==> config.mk <==
export PLATFORM = sky130hd
export DESIGN_NAME = idt_cfg_serializer
export DESIGN_NICKNAME = d
export VERILOG_FILES = /design/src/rtl/pano_pkg.sv /design/src/rtl/idt_cfg_serializer.sv
export SDC_FILE = /design/constraint.sdc
export NUM_CORES = 1
export LEC_CHECK = 0
export CORE_UTILIZATION = 40
export CTS_BUF_LIST = sky130_fd_sc_hd__clkbuf_2
export DETAILED_ROUTE_END_ITERATION = 16
export MAX_ROUTING_LAYER = met4
export PLACE_DENSITY_LB_ADDON = 0.08
export SYNTH_ARGS = -nofsm -noshare
export SYNTH_HDL_FRONTEND = slang
export SYNTH_SLANG_ARGS = --single-unit
==> constraint.sdc <==
create_clock -name osc_clk -period 2.4 [get_ports osc_clk]
set_input_delay 0.48 -clock osc_clk [delete_from_list [all_inputs] [get_ports osc_clk]]
set_output_delay 0.48 -clock osc_clk [all_outputs]
set_load 0.03 [all_outputs]
==> src/rtl/pano_pkg.sv <==
// Shared definitions for the IDT clock synthesizer programming path:
// the serial word layout, a packing helper and the serializer FSM states.
package pano_pkg;

    localparam int IDT_CFG_BITS = 24;

    localparam int IDT_R_LSB   = 0;
    localparam int IDT_R_W     = 7;
    localparam int IDT_V_LSB   = 7;
    localparam int IDT_V_W     = 9;
    localparam int IDT_S_LSB   = 16;
    localparam int IDT_S_W     = 3;
    localparam int IDT_F_LSB   = 19;
    localparam int IDT_F_W     = 2;
    localparam int IDT_TTL_LSB = 21;
    localparam int IDT_C_LSB   = 22;
    localparam int IDT_C_W     = 2;

    typedef enum logic [2:0] {
        IDT_IDLE   = 3'd0,
        IDT_CLK_LO = 3'd1,
        IDT_CLK_HI = 3'd2,
        IDT_STROBE = 3'd3,
        IDT_GAP    = 3'd4
    } idt_state_e;

    // CLK1 = iclk * 2 * (V+8) / (R+2) / S
    function automatic logic [IDT_CFG_BITS-1:0] idt_pack(
        input logic [IDT_C_W-1:0] c,
        input logic               ttl,
        input logic [IDT_F_W-1:0] f,
        input logic [IDT_S_W-1:0] s,
        input logic [IDT_V_W-1:0] v,
        input logic [IDT_R_W-1:0] r
    );
        logic [IDT_CFG_BITS-1:0] w;
        w = '0;
        w[IDT_C_LSB +: IDT_C_W] = c;
        w[IDT_TTL_LSB]          = ttl;
        w[IDT_F_LSB +: IDT_F_W] = f;
        w[IDT_S_LSB +: IDT_S_W] = s;
        w[IDT_V_LSB +: IDT_V_W] = v;
        w[IDT_R_LSB +: IDT_R_W] = r;
        return w;
    endfunction

endpackage

==> src/rtl/idt_cfg_serializer.sv <==
// Shifts one 24-bit IDT configuration word out MSB first on sclk/data, then
// pulses the load strobe. Every output comes straight from a flop.
module idt_cfg_serializer
    import pano_pkg::*;
#(
    parameter int CLK_DIV    = 4,
    parameter int STROBE_LEN = 2
) (
    input  logic                    osc_clk,
    input  logic                    osc_reset,
    input  logic                    cfg_valid,
    output logic                    cfg_ready,
    input  logic [IDT_CFG_BITS-1:0] cfg_word,
    output logic                    busy,
    output logic                    done,
    output logic                    idt_sclk,
    output logic                    idt_data,
    output logic                    idt_strobe,
    output logic [2:0]              dbg_state_o
);

    localparam int PW  = $clog2(CLK_DIV + 1);
    localparam int SW  = $clog2(STROBE_LEN + 1);
    localparam int BW  = $clog2(IDT_CFG_BITS);
    localparam int MSB = IDT_CFG_BITS - 1;

    localparam logic [PW-1:0] PH_LOAD  = PW'(CLK_DIV - 1);
    localparam logic [SW-1:0] ST_LOAD  = SW'(STROBE_LEN - 1);
    localparam logic [BW-1:0] LAST_BIT = BW'(IDT_CFG_BITS - 1);

    idt_state_e              state_q,  state_d;
    logic [PW-1:0]           phase_q,  phase_d;
    logic [SW-1:0]           strb_q,   strb_d;
    logic [BW-1:0]           bit_q,    bit_d;
    logic [IDT_CFG_BITS-1:0] shift_q,  shift_d;
    logic                    sclk_q,   sclk_d;
    logic                    data_q,   data_d;
    logic                    strobe_q, strobe_d;
    logic                    busy_q,   busy_d;
    logic                    done_q,   done_d;
    logic                    ready_q,  ready_d;
    logic                    phase_end;

    assign phase_end = (phase_q == '0);

    // Handshake: a word is taken in any cycle where cfg_valid and cfg_ready are
    // both high; cfg_ready is high only in IDLE, so cfg_valid while busy is ignored.
    always_comb begin
        state_d = state_q;
        phase_d = phase_q;
        strb_d  = strb_q;
        bit_d   = bit_q;
        shift_d = shift_q;
        done_d  = 1'b0;

        case (state_q)
            IDT_IDLE: begin
                if (cfg_valid && ready_q) begin
                    state_d = IDT_CLK_LO;
                    phase_d = PH_LOAD;
                    shift_d = cfg_word;
                    bit_d   = LAST_BIT;
                end
            end
            IDT_CLK_LO: begin
                if (phase_end) begin
                    state_d = IDT_CLK_HI;
                    phase_d = PH_LOAD;
                end else begin
                    phase_d = phase_q - PW'(1);
                end
            end
            IDT_CLK_HI: begin
                if (phase_end) begin
                    phase_d = PH_LOAD;
                    shift_d = {shift_q[MSB-1:0], 1'b0};
                    if (bit_q == '0) begin
                        state_d = IDT_STROBE;
                        strb_d  = ST_LOAD;
                    end else begin
                        state_d = IDT_CLK_LO;
                        bit_d   = bit_q - BW'(1);
                    end
                end else begin
                    phase_d = phase_q - PW'(1);
                end
            end
            IDT_STROBE: begin
                if (phase_end) begin
                    phase_d = PH_LOAD;
                    if (strb_q == '0) begin
                        state_d = IDT_GAP;
                    end else begin
                        strb_d = strb_q - SW'(1);
                    end
                end else begin
                    phase_d = phase_q - PW'(1);
                end
            end
            IDT_GAP: begin
                if (phase_end) begin
                    state_d = IDT_IDLE;
                    done_d  = 1'b1;
                end else begin
                    phase_d = phase_q - PW'(1);
                end
            end
            default: begin
                state_d = IDT_IDLE;
            end
        endcase
    end

    // Pin values are decoded from the next state so they change together with it.
    always_comb begin
        sclk_d   = (state_d == IDT_CLK_HI);
        data_d   = ((state_d == IDT_CLK_LO) || (state_d == IDT_CLK_HI)) && shift_d[MSB];
        strobe_d = (state_d == IDT_STROBE);
        busy_d   = (state_d != IDT_IDLE);
        ready_d  = (state_d == IDT_IDLE);
    end

    always_ff @(posedge osc_clk) begin
        if (osc_reset) begin
            state_q  <= IDT_IDLE;
            phase_q  <= '0;
            strb_q   <= '0;
            bit_q    <= '0;
            shift_q  <= '0;
            sclk_q   <= 1'b0;
            data_q   <= 1'b0;
            strobe_q <= 1'b0;
            busy_q   <= 1'b0;
            done_q   <= 1'b0;
            ready_q  <= 1'b0;
        end else begin
            state_q  <= state_d;
            phase_q  <= phase_d;
            strb_q   <= strb_d;
            bit_q    <= bit_d;
            shift_q  <= shift_d;
            sclk_q   <= sclk_d;
            data_q   <= data_d;
            strobe_q <= strobe_d;
            busy_q   <= busy_d;
            done_q   <= done_d;
            ready_q  <= ready_d;
        end
    end

    assign cfg_ready   = ready_q;
    assign busy        = busy_q;
    assign done        = done_q;
    assign idt_sclk    = sclk_q;
    assign idt_data    = data_q;
    assign idt_strobe  = strobe_q;
    assign dbg_state_o = state_q;

endmodule

==> results by stage <==
Synthesis:
- The prevailing post-synth register cell is sky130_fd_sc_hd__dfxtp_1.
- Yosys instantiated no cell more often than sky130_fd_sc_hd__dfxtp_1.
- The proportion of synthesized flip-flops having asynchronous set or reset is 0%.
- Synthesis inferred between 40 and 50 register bits.
- The netlist uses slightly above 40 different library cells.
- The mapped cell area is roughly 1900 um^2.
- Counting every instance in the synthesized netlist gives roughly 210.
- By area the synthesized netlist is led by sky130_fd_sc_hd__dfxtp_1 45%, sky130_fd_sc_hd__a22oi_1 9.1%, sky130_fd_sc_hd__a21oi_1 6.6%, sky130_fd_sc_hd__nand2_1 5.3%, sky130_fd_sc_hd__ha_1 3.3%.
- The biggest area consumer among synthesized cells is sky130_fd_sc_hd__dfxtp_1.
- Counting instances in the post-synthesis netlist gives the leading cell types as 43 x sky130_fd_sc_hd__dfxtp_1, 27 x sky130_fd_sc_hd__nand2_1, 25 x sky130_fd_sc_hd__a21oi_1.
- In this run the mean area of a mapped cell was ~9.0 um^2.
- The number of nets in the synthesized netlist is 244.
- The share of the synthesized area in the top cell type is 45.20%.
- Yosys mapped a number of flops with a built-in enable equal to 0.
- The synthesis warning total is 0.
- For this run, the register share of the synthesized area comes to between 40% and 50%.

Worst setup path:
- The register-to-register path setup slack is about 0.47 ns.
- On the worst path, the slowest cell contributes a delay of around 0.75 ns.
- The critical path goes through clkdlybuf4s50_1.
- The endpoint class of the critical path is a primary output.
- The worst setup path is launched from a flip-flop.
- The number of buffer and inverter stages on the critical path is 1.
- The biggest fanout along the worst timing path is 11.
- The cell with the largest stage delay on the worst path is sky130_fd_sc_hd__clkdlybuf4s50_1.
- The type of the worst setup path is flip-flop to primary output.
- Grouping stages by cell kind, the critical path spends the most delay in buffers and inverters.
- The arrival time at the worst endpoint is roughly 1.8 ns.
- For the worst setup path, the data required time is roughly 1.9 ns.

Final layout:
- The repair_antennas step left the layout with diodes totalling 0.
- The final design area excluding fillers is roughly 2300 um^2.
- The filler cells instantiated in the layout total between 400 and 500.
- From synthesis to final layout, the design area changed by 23.06%.
- The final instance count without filler cells is 298.
- At the end of the flow, the number of nets in the layout was around 280.
- The proportion of layout cells with a drive suffix above 1 is 9.756%.

Placement:
- The count of buffers added on input and output ports is 35.
- Summing all placed instances gives a cell area of ~2300 um^2.
- The placed wire-length estimate after detailed placement is around 2600 um.
- The number of cells in the design after placement is just under 300.
- The congestion estimate from routability-driven global placement came to between 0.7 and 0.8.
- At the placement stage, the worst setup path has a slack of around 0.31 ns.

Global routing:
- The initial antenna violation count came to 0.
- The total overflow left after global routing is 0.
- The number of global-route vias before repair is ~1300.
- The first global-routing pass estimated 6210 um of wire.
- The pin count of the biggest net entering global routing is 34.
- The total routing usage reported by global routing is 16.21%.

Clock tree:
- The maximum clock insertion buffer count is 2.
- The number of buffers added by the clock tree synthesis step is 5.
- The number of H-tree branching levels is 2.
- The number of setup buffers added after CTS is 0.
- The number of hold buffers added after cts is 0.
- The register clock-pin slew on the reported worst setup and hold paths is between 0.2 and 0.25 ns.
- The number of gates given a new drive strength after cts is 0.
- The clock latency reported for the late side of the worst-skew pair is a little under 0.4 ns.
- TritonCTS built the clock tree.
- Clock tree synthesis found a total of 43 sinks.
- The root buffer cell chosen for the clock tree is sky130_fd_sc_hd__clkbuf_2.

STA:
- The fmax is 0.4454 GHz.
- For the final database, setup skew stands at between 0.03 and 0.04 ns.
- The final worst-path cycle share is approximately 94%.
- The worst pin sits at a relative slew slack of between 60% and 70%.
- The hold slack is roughly 0.47 ns.
- Setup repair after global routing left no endpoint under its margin.
- The sum of negative setup slack is 0 ns.
- The worst path needs roughly 2.2 ns of the cycle, external delays included.
- The total setup violations reported at the end of the flow is 0.
- The setup slack after layout is 0.1548 ns.
- The worst-margin pin slew is 0.4614 ns.
- The total count of hold-check failures in the final report is 0.
- The total count of max-transition violations in the final report is 0.

Run status:
- The flow ran to the end, and the final reports show no timing, DRC or antenna violations.

Routing:
- The number of routed nets with antenna violations is 0.
- The first detailed-routing pass took 10 iterations.
- The first routing iteration left approximately 110 violations.
- The detailed router placed between 1500 and 2000 vias in this run.
- The average vias per placed instance is about 5.3.
- The number of remaining DRC errors is 0.
- The wire length per cell is about 13 um.
- The total wire length after detailed routing is ~3800 um.

Die:
- The core area is around 4500 um^2.
- The standard-cell row count is 24.
- The effective utilization at floorplan is between 40% and 50%.
- The die outline area is a little over 5000 um^2.
- The vertical extent of the die is just over 70 um.
- The horizontal die dimension is approximately 71 um.
- During I/O placement, the number of pins put on the boundary was 36.

Pwr:
- The static leakage is 0.8247 nW.
- For this design the ratio of total power to cell area is ~1000 nW/um^2.
- IR analysis of the VDD net gives a maximum drop of roughly 0.40 mV.

Min path:
- In this run the worst hold path is classified as flip-flop to flip-flop.

Run:
- The number of max-cap violations is 0.
stage by stage:
step / utilization (%) / total power, mW
after CTS: 52.38 / 2.401
after detailed placement: 51.48 / 2.111
after global placement: 51.48 / 2.109
after global routing: 52.38 / 2.574
after floorplan: - / 1.816
final: 52.38 / 2.380
worst paths after layout:
path,to,startpoint,cells past startpoint
hold / removal,shift_q[10],shift_q[10],2
hold reg to reg,shift_q[10],shift_q[10],2
setup reg to reg,idt_data,bit_q[0],7
setup / recovery,dbg_state_o[0],dbg_state_o[0],1
kinds of logic (layout without fill, tap and decap cells):
group,Yosys count,after routing,synth area share [%]
DFF,43,43,45.20
AOI/OAI and AO/OA,65,65,24.38
adders and majority gates,5,5,3.285
buffers and inverters,24,58,6.176
xor gates and xnor gates,5,5,2.300
muxes,3,3,1.577
and+or+nand+nor,67,67,17.08
power breakdown:
group | switching (mW) | total, mW | leakage, nW | internal (mW)
Combinational | 0.632 | 1.10 | 0.450 | 0.466
Sequential | 0.122 | 0.993 | 0.350 | 0.870
Clock | 0.224 | 0.289 | 0.0241 | 0.0650
Total | 0.978 | 2.38 | 0.825 | 1.40
flip-flops by register name, summed over array words and instances (netlist names), 2 cells and up:
register and cells:
phase_q 3, strb_q 2, shift_q 24, bit_q 5, dbg_state_o 3
layer usage:
layer	routed length [um]	up-vias	GRT usage, %	share of wire, %
met2	1633	34	23.29	43
li1	-	820	-	-
met3	140	4	4.843	3.7
met5	0	-	-	0
met1	2010	710	22.29	53
met4	37	0	4.000	0.97
area by class of cell:
class / count / area (um^2) / area share, %
multi-input combinational: 145 / 932.1 / 39.78
sequential: 43 / 860.8 / 36.73
timing repair buffer: 42 / 415.4 / 17.73
tap: 52 / 65.06 / 2.776
inverter: 8 / 30.03 / 1.281
clock buffer: 5 / 25.02 / 1.068
clock inverter: 3 / 15.01 / 0.6407
cells in the final DEF, fill, tap and decap left out, types with 2 or more instances in the layout:
cell / netlist / routed
sky130_fd_sc_hd__nand3_1: 2 / 2
sky130_fd_sc_hd__inv_1: 8 / 8
sky130_fd_sc_hd__mux2i_1: 3 / 3
sky130_fd_sc_hd__clkbuf_2: 0 / 5
sky130_fd_sc_hd__nor3_1: 6 / 6
sky130_fd_sc_hd__or3b_4: 2 / 2
sky130_fd_sc_hd__nor2_1: 16 / 16
sky130_fd_sc_hd__clkinv_1: 0 / 2
sky130_fd_sc_hd__nor2b_1: 2 / 2
sky130_fd_sc_hd__nor3b_1: 2 / 2
sky130_fd_sc_hd__o21ai_0: 2 / 2
sky130_fd_sc_hd__buf_4: 3 / 6
sky130_fd_sc_hd__nand2_1: 27 / 27
sky130_fd_sc_hd__xor2_1: 2 / 2
sky130_fd_sc_hd__xnor2_1: 3 / 3
sky130_fd_sc_hd__a311oi_1: 3 / 3
sky130_fd_sc_hd__a21oi_1: 25 / 25
sky130_fd_sc_hd__dfxtp_1: 43 / 43
sky130_fd_sc_hd__a22oi_1: 23 / 23
sky130_fd_sc_hd__ha_1: 5 / 5
sky130_fd_sc_hd__clkdlybuf4s50_1: 0 / 35
sky130_fd_sc_hd__nand2b_1: 2 / 2
Power figures use the tool's default switching activity.
